===== config.mk =====
export PLATFORM = sky130hd
export DESIGN_NAME = uart_rx_deframer
export DESIGN_NICKNAME = d
export VERILOG_FILES = /design/src/rtl/uart_rx_deframer.sv
export SDC_FILE = /design/constraint.sdc
export NUM_CORES = 1
export LEC_CHECK = 0
export CAP_MARGIN = 0
export CORE_ASPECT_RATIO = 1.4
export CORE_UTILIZATION = 30
export DETAILED_ROUTE_END_ITERATION = 10
export GPL_TIMING_DRIVEN = 0
export PLACE_DENSITY = 0.54
export SYNTH_ARGS = -nofsm -noshare
export SYNTH_HDL_FRONTEND = slang
export SYNTH_SLANG_ARGS = --single-unit

===== constraint.sdc =====
create_clock -name clk -period 2.5 [get_ports clk]
set_clock_uncertainty 0.2 [all_clocks]
set_input_delay 0.5 -clock clk [delete_from_list [all_inputs] [get_ports clk]]
set_output_delay 0.5 -clock clk [all_outputs]
set_load 0.01 [all_outputs]

===== src/rtl/uart_rx_deframer.sv =====
// UART 8N1 receiver: synchronizes the RX line, deframes LSB-first bytes and
// presents them on a ready/valid port with framing-error and overrun pulses.
module uart_rx_deframer #(
    parameter int unsigned CLOCK_FREQ = 100_000_000,
    parameter int unsigned BAUD_RATE  = 115_200
) (
    input  logic       clk,
    input  logic       rst,
    input  logic       serial_in,
    output logic [7:0] data_out,
    output logic       data_out_valid,
    input  logic       data_out_ready,
    output logic       framing_error,
    output logic       overrun
);

    localparam int unsigned BIT_CYC  = CLOCK_FREQ / BAUD_RATE;
    localparam int unsigned HALF_CYC = BIT_CYC / 2;
    localparam int unsigned CNT_W    = $clog2(BIT_CYC) + 1;

    localparam logic [CNT_W-1:0] BIT_LAST  = CNT_W'(BIT_CYC - 1);
    localparam logic [CNT_W-1:0] HALF_LAST = CNT_W'(HALF_CYC - 1);

    typedef enum logic [1:0] {
        S_IDLE,
        S_START,
        S_DATA,
        S_STOP
    } state_t;

    logic             sync1_q;
    logic             rx_s_q;
    state_t           state_q,   state_d;
    logic [CNT_W-1:0] cnt_q,     cnt_d;
    logic [2:0]       bit_idx_q, bit_idx_d;
    logic [7:0]       shift_q,   shift_d;
    logic             deliver_q, deliver_d;
    logic [7:0]       data_q,    data_d;
    logic             valid_q,   valid_d;
    logic             ferr_q,    ferr_d;
    logic             ovr_q,     ovr_d;

    // Next-state: bit timing, deframing and the output handshake
    always_comb begin
        state_d   = state_q;
        cnt_d     = cnt_q + CNT_W'(1);
        bit_idx_d = bit_idx_q;
        shift_d   = shift_q;
        deliver_d = 1'b0;
        data_d    = data_q;
        valid_d   = valid_q;
        ferr_d    = 1'b0;
        ovr_d     = 1'b0;

        case (state_q)
            S_IDLE: begin
                cnt_d = '0;
                if (!rx_s_q) begin
                    state_d = S_START;
                end
            end
            S_START: begin
                if (cnt_q == HALF_LAST) begin
                    cnt_d = '0;
                    if (rx_s_q) begin
                        state_d = S_IDLE;
                    end else begin
                        state_d   = S_DATA;
                        bit_idx_d = 3'd0;
                    end
                end
            end
            S_DATA: begin
                if (cnt_q == BIT_LAST) begin
                    cnt_d     = '0;
                    shift_d   = {rx_s_q, shift_q[7:1]};
                    bit_idx_d = bit_idx_q + 3'd1;
                    if (bit_idx_q == 3'd7) begin
                        state_d = S_STOP;
                    end
                end
            end
            S_STOP: begin
                if (cnt_q == BIT_LAST) begin
                    cnt_d   = '0;
                    state_d = S_IDLE;
                    if (rx_s_q) begin
                        deliver_d = 1'b1;
                    end else begin
                        ferr_d = 1'b1;
                    end
                end
            end
            default: begin
                state_d = S_IDLE;
                cnt_d   = '0;
            end
        endcase

        // Consumer accept clears valid; a coinciding delivery re-fills it
        if (valid_q && data_out_ready) begin
            valid_d = 1'b0;
        end
        if (deliver_q) begin
            if (!valid_q || data_out_ready) begin
                data_d  = shift_q;
                valid_d = 1'b1;
            end else begin
                ovr_d = 1'b1;
            end
        end
    end

    // State and output registers with synchronous reset; 2-flop line synchronizer
    always_ff @(posedge clk) begin
        if (rst) begin
            sync1_q   <= 1'b1;
            rx_s_q    <= 1'b1;
            state_q   <= S_IDLE;
            cnt_q     <= '0;
            bit_idx_q <= 3'd0;
            shift_q   <= 8'h00;
            deliver_q <= 1'b0;
            data_q    <= 8'h00;
            valid_q   <= 1'b0;
            ferr_q    <= 1'b0;
            ovr_q     <= 1'b0;
        end else begin
            sync1_q   <= serial_in;
            rx_s_q    <= sync1_q;
            state_q   <= state_d;
            cnt_q     <= cnt_d;
            bit_idx_q <= bit_idx_d;
            shift_q   <= shift_d;
            deliver_q <= deliver_d;
            data_q    <= data_d;
            valid_q   <= valid_d;
            ferr_q    <= ferr_d;
            ovr_q     <= ovr_d;
        end
    end

    assign data_out       = data_q;
    assign data_out_valid = valid_q;
    assign framing_error  = ferr_q;
    assign overrun        = ovr_q;

endmodule


==> flow_summary.ini, run 1 <==
[outcome]
status = completed

[timing]
timing.setup.tns_ns = 0
fmax_mhz = 456
finalSetupViolCount = 0
tightest_slew_ns = 0.569
slew_headroom = 0.621
layout_min_cycle_time_ns = 2.19
timing.hold.ws_ns = 0.207
min_period_over_period = 0.877
drv_slew = 0
finalHoldViolCount = 0
rsz0062_at_grt = no

[global_route]
grt_pass1_vias = 1109
grt_max_degree = 13
antenna_found_initial = 0
grt_usage = 0.117
grt_pass1_wl_microns = 5010
grt_overflow = 0

[worst_setup_path]
required_ns = 2.48
cp.arrival_ns = 2.17
cp_max_fo = 10
cp_cell_sequence = ha_1, or4bb_1, nor3_4, o32a_2, buf_4, nor2_1
critPathLaunchType = flop
r2r_end = cnt_q[5]
critical_path_class = flop to flop
r2r_slack_ns = 0.31
end_kind = flop
slowest_delay_ns = 0.57
reg2reg_depth = 6
slowest_stage = or4bb_1
r2r-start = cnt_q[0]

[route]
wl_per_cell_microns = 11.0
drt_iter0_markers = 42
vias = 1159
first_pass_iters = 3
routed_wirelength_microns = 2750
avgViaCountPerCell = 4.65
drc = 0
ant_nets = 0

[place]
gp_congestion = 0.734
placed_area_sq_um = 1810
numPortBuffers = 13
hpwl_microns = 1990

[layout]
antenna_cells = 0
final_area_sq_um = 1950
drive_above_1_share = 0.104
area_growth_pct = 22.3
final_nets = 190
utilization = 0.378
fill_cells = 538

[clock_network]
ctsResizeCount = 0
clockBufferDepth = 2
cts_root_buf = clkbuf_8
cts_buffers = 5
clk_pin_slew_ns = 0.08
cts.htree.levels = 2
hold_buffers = 0
cts_tree = yes
cts_num_sinks = 38
clkLatencyLatePin_ns = 0.29
cts_setup_buffers = 0

[synthesis]
synth.area.top_cells = dfxtp_1, mux2i_1, nor2_1
yosysWarnings = 0
netlist_instances = 162
ys_seq_area_frac = 0.478
synth_common_cells = dfxtp_1, nor2_1, mux2i_1
postSynthAreaPerCell_sq_um = 9.83
synthFlopType = dfxtp_1
synth_most_common_cell = dfxtp_1
post-synth-top-area-cell = dfxtp_1
synthArstFlopShare = 0
netlist.area_leader.share = 0.478
ys_ff_latch = 38
syn_area_sq_um = 1590
ys_types = 37
syn-num-nets = 170
synth_edf_count = 0

[floorplanning]
die_area_sq_um = 5610
design.core.area_sq_um = 5160
die_y_microns = 88.2
ios = 15
start_util = 0.309
core.rowCount = 31
die_x_microns = 63.6

[worst_hold_path]
min_from = sync1_q
hold_depth = 1
hold_class = flop to flop
hold_path_end = rx_s_q

[power]
power_density_nw_per_um2 = 652
ir_drop_mv = 0.199
p_leak_nw = 0.833

[flow_run]
cap_violations = 0
final cells by class:
type                            instances  area, sq um  share of cell area
Buffer                                  5         23.8              0.0122
Clock buffer                            6         82.6              0.0424
Clock inverter                          2         60.1              0.0308
Inverter                                6         22.5              0.0116
Multi-Input combinational cell        113          786               0.403
Sequential cell                        38          761               0.390
Tap cell                               66         82.6              0.0424
Timing Repair Buffer                   13          130              0.0668
where the power goes:
part | internal (W) | switching (W)
clock network | 0.000426 | 0.000214
registers | 0.000608 | 0.00000309
logic | 0.00000821 | 0.0000120
per-layer routing:
| metal | global-route usage | vias to the layer above | share of wire |
|---|---|---|---|
| li1 | - | 594 | - |
| met2 | 0.200 | 16 | 0.50 |
| met1 | 0.126 | 543 | 0.44 |
| met3 | 0.0348 | 6 | 0.031 |
| met5 | 0 | - | 0 |
| met4 | 0.0744 | 0 | 0.028 |
metrics by stage:
step,instances,power [W],worst slack [ns]
after floorplan,162,0.000637,0.525
after global placement,241,0.000646,0.311
after detailed placement,241,0.000646,0.288
after CTS,249,0.00129,0.282
after global routing,249,0.00132,0.148
final,249,0.00127,0.307
worst max-delay path, delay by kind of cell (launching register included):
family | cells | cell delay, ns
adders and majority gates | 1 | 0.26
DFF | 1 | 0.40
AOI/OAI and AO/OA | 1 | 0.19
and+or+nand+nor | 3 | 0.87
buffers and inverters | 1 | 0.17
layout by cell type (no fill, tap or decap), types with 3 or more instances in the layout:
cell type / Yosys / layout
ha_1: 4 / 4
clkdlybuf4s50_1: 0 / 13
nand2_1: 10 / 10
clkbuf_8: 0 / 6
dfxtp_1: 38 / 38
nand2b_1: 4 / 4
nor2_1: 31 / 31
inv_1: 6 / 6
nor3_1: 3 / 3
xnor2_1: 4 / 4
xor2_1: 5 / 5
clkbuf_1: 3 / 3
a21oi_1: 3 / 3
nand3_1: 4 / 4
mux2i_1: 18 / 18
how the worst max path moves through the flow:
stage                  start  endpoint  slack [ns]  cells past startpoint
floorplan           cnt_q[0]  cnt_q[9]        0.53                      6
global placement    cnt_q[0]  cnt_q[5]        0.31                      6
detailed placement  cnt_q[0]  cnt_q[6]        0.29                      6
CTS                 cnt_q[0]  cnt_q[5]        0.28                      6
global route        cnt_q[0]  cnt_q[5]        0.15                      6
finish              cnt_q[0]  cnt_q[5]        0.31                      6
sequential cells by signal (all words and copies together), names as in the netlist, named ones only:
register and count:
bit_idx_q 3, cnt_q 11, data_out 8, data_out_valid 1, deliver_q 1, framing_error 1
overrun 1, rx_s_q 1, shift_q 8, state_q 1, sync1_q 1
cells by family after synthesis:
group / count (synthesis) / synth area share
flops: 38 / 0.478
mux: 19 / 0.120
compound gates: 10 / 0.0456
buf+inv: 11 / 0.0291
xor+xnor: 9 / 0.0495
fa+ha+maj: 4 / 0.0314
simple gates: 71 / 0.247
No activity file was read; power rests on OpenSTA's default activity.
==> run 2: changes to the inputs <==
--- a/config.mk
+++ b/config.mk
@@ -7,10 +7,10 @@
 export LEC_CHECK = 0
 export CAP_MARGIN = 0
 export CORE_ASPECT_RATIO = 1.4
-export CORE_UTILIZATION = 30
+export CORE_UTILIZATION = 50
 export DETAILED_ROUTE_END_ITERATION = 10
 export GPL_TIMING_DRIVEN = 0
-export PLACE_DENSITY = 0.54
+export PLACE_DENSITY = 0.78
 export SYNTH_ARGS = -nofsm -noshare
 export SYNTH_HDL_FRONTEND = slang
 export SYNTH_SLANG_ARGS = --single-unit
==> flow_summary.ini, run 2 (synthesis results as in run 1) <==
[clock_network]
cts_setup_buffers = 0
hold_buffers = 0
cts.htree.levels = 2
ctsResizeCount = 0
cts_num_sinks = 38
clockBufferDepth = 2
clkLatencyLatePin_ns = 0.29
cts_buffers = 5
clk_pin_slew_ns = 0.07
cts_root_buf = clkbuf_8
cts_tree = yes

[route]
wl_per_cell_microns = 12.4
drt_iter0_markers = 25
routed_wirelength_microns = 2720
ant_nets = 0
first_pass_iters = 4
drc = 0
vias = 1153
avgViaCountPerCell = 5.24

[timing]
fmax_mhz = 460
layout_min_cycle_time_ns = 2.18
rsz0062_at_grt = no
finalSetupViolCount = 0
slew_headroom = 0.627
finalHoldViolCount = 0
drv_slew = 0
min_period_over_period = 0.870
setup_slack_ns = 0.324
timing.setup.tns_ns = 0
tightest_slew_ns = 0.560

[power]
clkPwrFrac = 0.443
switchingPower_w = 0.000223
design_power_total_w = 0.00113
p_leak_nw = 0.819
sequentialPowerShare = 0.539
power_density_nw_per_um2 = 603
combinationalPowerShare = 0.018
p_sw_frac = 0.197
ir_drop_mv = 0.499
intPower_w = 0.000910

[layout]
final_nets = 190
final_area_sq_um = 1880
largest_register = cnt_q
antenna_cells = 0
area_growth_pct = 17.9
final_common_cell = dfxtp_1
largest_reg_flops = 11
fill_cells = 254
layout_common_cells = dfxtp_1, nor2_1, mux2i_1
utilization = 0.640
drive_above_1_share = 0.104

[place]
placed_area_sq_um = 1770
place_ws_ns = 0.306
numPortBuffers = 13
hpwl_microns = 1970
gp_congestion = 0.817

[worst_setup_path]
end_kind = flop
worstSetupEndpoint = cnt_q[9]
r2r_end = cnt_q[9]
cp.arrival_ns = 2.15
required_ns = 2.48
reg2reg_depth = 6
cp_max_fo = 10
r2r_slack_ns = 0.32
crit_start = cnt_q[0]
critPathLaunchType = flop
r2r-start = cnt_q[0]
critical_path_class = flop to flop

[global_route]
grt_overflow = 0
grt_usage = 0.187
grt_max_degree = 13
antenna_found_initial = 0
grt_pass1_vias = 1121
grt_pass1_wl_microns = 4740

[worst_hold_path]
hold_class = flop to flop

[flow_run]
cap_violations = 0

[floorplanning]
design.core.area_sq_um = 2940
die_y_microns = 68.8
die_area_sq_um = 3420
ios = 15
start_util = 0.543
core.rowCount = 23
die_x_microns = 49.7

[outcome]
status = completed
==> run 2: cell types whose count changed in the layout (fill, tap and decap cells not counted), sizes merged <==
| cell | previous run | this run |
|---|---|---|
| clkbuf | 9 | 8 |
| clkinv | 0 | 2 |
| bufinv | 2 | 1 |
==> run 2: worst min path at each step <==
stage / from / end / slack (ns) / cells past startpoint
global placement: sync1_q / rx_s_q / 0.19 / 1
floorplan: sync1_q / rx_s_q / 0.19 / 1
detailed placement: sync1_q / rx_s_q / 0.20 / 1
global route: sync1_q / rx_s_q / 0.24 / 1
CTS: sync1_q / rx_s_q / 0.22 / 1
finish: sync1_q / rx_s_q / 0.22 / 1
==> run 2: metal layers <==
layer | vias up | wire length [microns] | global-route usage
met5 | - | 0 | 0
met4 | 0 | 55 | 0.0964
met3 | 6 | 71 | 0.0461
met2 | 16 | 1440 | 0.363
met1 | 538 | 1160 | 0.183
li1 | 593 | - | -
==> run 2: area by class of cell <==
class                      count  area, sq um  share of cell area
multi-input combinational    113          786               0.418
sequential                    38          761               0.405
timing repair buffer          13          130              0.0693
clock buffer                   5         68.8              0.0366
tap                           37         46.3              0.0247
clock inverter                 3         40.0              0.0213
buffer                         5         23.8              0.0127
inverter                       6         22.5              0.0120
==> run 2: per-stage QoR <==
stage	hold WS, ns	cells
2_1_floorplan	0.189	162
3_3_place_gp	0.193	212
3_5_place_dp	0.201	212
4_1_cts	0.218	220
5_1_grt	0.241	220
6_report	0.219	220
==> run 2: power groups by stage <==
stage / sequential (W) / combinational [W] / clock (W)
final: 0.000611 / 0.0000207 / 0.000501
after global routing: 0.000611 / 0.0000235 / 0.000535
after CTS: 0.000611 / 0.0000208 / 0.000513
after detailed placement: 0.000625 / 0.0000207 / 0
after global placement: 0.000625 / 0.0000195 / 0
after floorplan: 0.000624 / 0.0000132 / 0
==> run 2: critical path, stage by stage (launching register included) <==
cell and delay (ns):
dfxtp_1 0.41, ha_1 0.27, or4bb_1 0.57, nor3_4 0.21, o32a_2 0.19, buf_4 0.16
nor2_1 0.06
